==> config.mk <==
export PLATFORM = sky130hd
export DESIGN_NAME = req_arbiter4
export DESIGN_NICKNAME = d
export VERILOG_FILES = /design/src/rtl/arb_defs.sv /design/src/rtl/rot_pri_enc4.sv /design/src/rtl/req_arbiter4.sv
export SDC_FILE = /design/constraint.sdc
export NUM_CORES = 1
export LEC_CHECK = 0
export CAP_MARGIN = 20
export CORE_MARGIN = 1
export CORE_UTILIZATION = 37
export DETAILED_ROUTE_END_ITERATION = 7
export PLACE_DENSITY_LB_ADDON = 0.1
export SYNTH_ARGS = -nofsm -noshare
export SYNTH_HDL_FRONTEND = slang
export SYNTH_SLANG_ARGS = --single-unit
==> constraint.sdc <==
create_clock -name clk -period 4.1 [get_ports clk]
set_input_delay 0.82 -clock clk [delete_from_list [all_inputs] [get_ports clk]]
set_output_delay 0.82 -clock clk [all_outputs]
set_load 0.05 [all_outputs]
==> src/rtl/arb_defs.sv <==
// rtl/arb_defs.sv - shared state encodings and codes for the request arbiter
package arb_defs;

  typedef enum logic [1:0] {
    ST_IDLE  = 2'd0,
    ST_GRANT = 2'd1,
    ST_GAP   = 2'd2
  } arb_state_e;

  localparam logic [2:0] NO_GNT = 3'b111;

endpackage

==> src/rtl/rot_pri_enc4.sv <==
// rtl/rot_pri_enc4.sv - 4-input priority search descending from a start index with wrap
module rot_pri_enc4 (
  input  logic [3:0] req,
  input  logic [1:0] start,
  output logic [1:0] win,
  output logic       any
);

  logic [1:0] idx;

  always_comb begin
    win = 2'd0;
    any = 1'b0;
    idx = 2'd0;
    // Two-bit subtraction wraps naturally, giving the circular descending order.
    for (int k = 0; k < 4; k++) begin
      idx = start - 2'(k);
      if (!any && req[idx]) begin
        win = idx;
        any = 1'b1;
      end
    end
  end

endmodule

==> src/rtl/req_arbiter4.sv <==
// rtl/req_arbiter4.sv - 4-way registered grant arbiter with fixed/round-robin priority and hold timer
module req_arbiter4
  import arb_defs::*;
#(
  parameter int MAX_HOLD = 8,
  parameter int CNT_W    = 4
) (
  input  logic       clk,
  input  logic       rst_n,
  input  logic [3:0] req,
  input  logic       rr_en,
  output logic [3:0] gnt,
  output logic [2:0] gnt_code,
  output logic       busy,
  output logic       expired
);

  localparam logic [CNT_W-1:0] HOLD_LAST = (MAX_HOLD == 0) ? '0 : CNT_W'(MAX_HOLD - 1);

  arb_state_e       state, state_nxt;
  logic [CNT_W-1:0] cnt, cnt_nxt;
  logic [1:0]       last, last_nxt;
  logic [3:0]       gnt_nxt;
  logic [2:0]       code_nxt;
  logic             exp_nxt;
  logic [1:0]       start;
  logic [1:0]       win;
  logic             any;
  logic             timeout;

  assign start   = rr_en ? (last - 2'd1) : 2'd3;
  assign timeout = (MAX_HOLD != 0) && (cnt == HOLD_LAST);
  assign busy    = (state != ST_IDLE);

  rot_pri_enc4 u_enc (
    .req   (req),
    .start (start),
    .win   (win),
    .any   (any)
  );

  always_comb begin
    state_nxt = state;
    cnt_nxt   = cnt;
    last_nxt  = last;
    gnt_nxt   = gnt;
    code_nxt  = gnt_code;
    exp_nxt   = 1'b0;
    case (state)
      ST_IDLE: begin
        if (any) begin
          gnt_nxt   = 4'b0001 << win;
          code_nxt  = {1'b0, win};
          last_nxt  = win;
          cnt_nxt   = '0;
          state_nxt = ST_GRANT;
        end
      end
      ST_GRANT: begin
        cnt_nxt = cnt + 1'b1;
        // Release wins over a coincident timeout, so expired only flags a true preemption.
        if (!req[last] || timeout) begin
          exp_nxt   = req[last];
          gnt_nxt   = '0;
          code_nxt  = NO_GNT;
          cnt_nxt   = '0;
          state_nxt = ST_GAP;
        end
      end
      ST_GAP: begin
        state_nxt = ST_IDLE;
      end
      default: begin
        gnt_nxt   = '0;
        code_nxt  = NO_GNT;
        state_nxt = ST_IDLE;
      end
    endcase
  end

  always_ff @(posedge clk or negedge rst_n) begin
    if (!rst_n) begin
      state    <= ST_IDLE;
      cnt      <= '0;
      last     <= 2'd0;
      gnt      <= '0;
      gnt_code <= NO_GNT;
      expired  <= 1'b0;
    end else begin
      state    <= state_nxt;
      cnt      <= cnt_nxt;
      last     <= last_nxt;
      gnt      <= gnt_nxt;
      gnt_code <= code_nxt;
      expired  <= exp_nxt;
    end
  end

endmodule

==> key figures <==
Layout
  • Share of cells above drive strength 1: 18.26%
  • Diode count: 0
  • Layout area overhead: 15.67%
  • Area taken by multi-input logic gates: 579.3 sq um
  • Register area: 404.1 sq um
  • Filler instances: 261
  • Post-layout instance count excluding filler cells: 146
  • Net count, final: 124

Global routing
  • Vias in the first global route: 767
  • Largest net degree at the start of global routing: 20
  • Total gr overflow: 0
  • First-pass GRT wire length: 3677 um
  • Gr usage total: 14.72%
  • Initial antenna violation count: 0

Placement
  • Cells after DPL: 142
  • Post-DP HPWL: 1503 um
  • GP Congestion: 0.8604
  • I/O Buffers: 15

Setup path
  • Critical Path Max Stage Delay: 0.66 ns
  • Crit Path Class: in -> reg
  • CP arrival: 2.89 ns
  • Worst-path cell with the longest stage delay: clkdlybuf4s50_1
  • Cell count of the worst reg-to-reg path: 5
  • Worst R2R End: gnt[0]
  • Reg2Reg Launch Point: last[0]
  • Worst EP required: 4.27 ns
  • Reg2Reg Setup Slack: 1.89 ns
  • Crit start category: input pin
  • Setup crit end kind: flip-flop
  • Max FO, Critical Path: 14
  • CP Cell Sequence: clkdlybuf4s50_1 > o21ai_1 > o2bb2ai_1 > and4bb_4 > a211o_4 > a22o_1

Power and ir drop
  • PD cells: 720.5 mW/mm^2
  • VDD IR-drop max: 462.5 uV
  • LEAKAGE: 0.5287 nW

Floorplanning
  • Initial Utilization: 38.86%
  • Chip height: 55.58 um
  • Die area: 0.003089 sq mm
  • # rows: 19
  • Ports: 16
  • Core area: 0.002734 sq mm
  • Die width: 55.58 um

Outcome
  • Status: finished clean

Hold path
  • Hold Path Depth: 2
  • HP Start: gnt_code[2]
  • Hold endpoint: gnt_code[2]
  • Worst hold path type: reg -> reg

Logic synthesis
  • Synth area leader: dfrtp_1
  • Post-Synthesis Cells: 103
  • Seq cells post-synth: 16
  • Proportion of synthesized chip area in sequential cells: 38.04%
  • EDFF count, synth: 0
  • Top cells by area, synth: dfrtp_1 (31%), dfstp_2 (7.4%), a21oi_1 (3.3%), inv_1 (2.8%), a22o_1 (2.5%)
  • Synth top area share: 30.62%
  • Syn Area/Cell: 10.31 sq um
  • Net Count, Synth: 111
  • Synth Flop Type: dfrtp_1
  • Yosys warns: 0
  • Count of cell types in the netlist: 50
  • Asr flop ratio synth: 100.0%
  • Synth Cell Area: 0.001062 sq mm

Routing
  • DR DRC count: 0
  • Via count: 848
  • First-pass iteration count of the detailed router: 4
  • Vias per inst: 5.808
  • Iter 0 DRT Violations: 7
  • Detailed Route WL: 2121 um
  • Wirelength per Cell: 14.53 um
  • ANT nets after route: 0

Run
  • Max Cap Viol: 0

STA
  • RSZ-0062 raised after global routing: no
  • Worst Tran Pin Value: 0.7172 ns
  • Total negative slack: 0 ns
  • Fin. Hold Viols: 0
  • Max-slew violation count: 0
  • Worst Hold Slack: 0.4719 ns
  • Highest Clock Rate: 0.3680 GHz
  • Final min period: 2.717 ns
  • Endpoints failing setup: 0
  • Slew headroom: 52.03%
  • Final Skew: 0.009046 ns
  • Part of the cycle the worst path needs: 66.28%

Clock network
  • CTS H-Tree Depth: 1
  • Root Driver: clkbuf_4
  • Post-CTS Hold Buffers: 0
  • TritonCTS Sinks: 16
  • TritonCTS clock tree: built
  • CTS resizes: 0
  • Post-CTS setup buffers: 0
  • CTS buffer count: 3
  • Skew-Pair Late Insertion Delay: 0.28 ns
  • Clock transition at path regs: 0.08 ns
  • Clock buffer depth: 2
-- stage by stage --
| stage | setup WS [ns] | total power (W) | util (%) | instance area [sq um] |
|---|---|---|---|---|
| floorplan | 1.787 | 0.0006892 | - | 1062 |
| global placement | 1.164 | 0.0008051 | 43.98 | 1202 |
| detailed placement | 1.117 | 0.0008021 | 43.98 | 1202 |
| CTS | 1.405 | 0.0008911 | 44.94 | 1229 |
| global route | 1.287 | 0.0009523 | 44.94 | 1229 |
| finish | 1.383 | 0.0008852 | 44.94 | 1229 |
-- sequential cells by signal (all words and copies together), names as in the netlist --
register	count
last	2
gnt	4
expired	1
gnt_code	3
cnt	4
state	2
-- kinds of logic (layout without fill, tap and decap cells) --
group                      Yosys count  count (layout)  share of synthesized area, %
adders and majority gates            1               1                         1.178
muxes                                3               3                         4.593
and+or+nand+nor                     32              32                         21.08
DFF                                 16              16                         38.04
AOI/OAI and AO/OA                   36              36                         27.68
buffers and inverters               15              27                         7.420
-- worst max-delay path: cells and delay by family --
kind                   cells  cell delay [ns]
AOI/OAI and AO/OA          4             1.12
and+or+nand+nor            1             0.29
buffers and inverters      1             0.66
-- worst max path at each step --
stage            from  endpoint  slack [ns]  cells after the start
2_1_floorplan  req[2]   last[1]        1.79                      6
3_3_place_gp    rr_en   last[1]        1.16                      6
3_5_place_dp    rr_en    gnt[2]        1.12                      6
4_1_cts         rr_en    gnt[0]        1.41                      6
5_1_grt         rr_en   last[1]        1.29                      6
6_report        rr_en    gnt[0]        1.38                      6
-- cells in the final DEF (no fill, tap or decap), drive strengths merged, types with 2 or more instances in the layout --
| master | netlist | final |
|---|---|---|
| clkdlybuf4s50 | 0 | 15 |
| dfrtp | 13 | 13 |
| inv | 8 | 8 |
| a21oi | 7 | 7 |
| nand2b | 4 | 4 |
| clkbuf | 1 | 4 |
| a211o | 4 | 4 |
| o2bb2ai | 3 | 3 |
| nor2b | 3 | 3 |
| a22oi | 3 | 3 |
| nor3 | 3 | 3 |
| a22o | 3 | 3 |
| dfstp | 3 | 3 |
| nand3b | 3 | 3 |
| nand2 | 3 | 3 |
| o21ai | 3 | 3 |
| or2 | 2 | 2 |
| nor2 | 2 | 2 |
| a32o | 2 | 2 |
| nand3 | 2 | 2 |
| a221o | 2 | 2 |
| nor3b | 2 | 2 |
| and3 | 2 | 2 |
| mux2 | 2 | 2 |
-- cell type report --
type | instances | share of cell area (%)
Tap cell | 31 | 3.157
Timing Repair Buffer | 15 | 12.22
Multi-Input combinational cell | 72 | 47.15
Clock buffer | 4 | 2.138
Inverter | 8 | 2.444
Sequential cell | 16 | 32.89
-- synthesized netlist by cell type, types with 2 or more instances --
library cell,number
dfrtp_1,13
inv_1,8
a21oi_1,7
nand2b_1,4
a22o_1,3
a22oi_1,3
buf_2,3
dfstp_2,3
nor2b_1,3
nor3_1,3
o2bb2ai_1,3
a211o_1,2
a221o_1,2
a32o_1,2
buf_6,2
nand2_1,2
nand3_1,2
nand3b_1,2
nor2_1,2
nor3b_1,2
o21ai_0,2
or2_2,2
-- report_power, final --
group	switching (W)	total [W]	internal [W]
clock network	0.0000467	0.0000844	0.0000377
registers	0.0000764	0.000299	0.000222
logic	0.000290	0.000502	0.000212
-- per-layer routing --
layer  wire (um)  vias to the layer above  GRT usage, %
met2         903                       21         21.17
met4           0                        0         1.071
li1            -                      419             -
met5           0                        -             0
met3          93                        0         4.884
met1        1123                      408         22.44
Note: power is estimated with default switching activity, not from simulation.
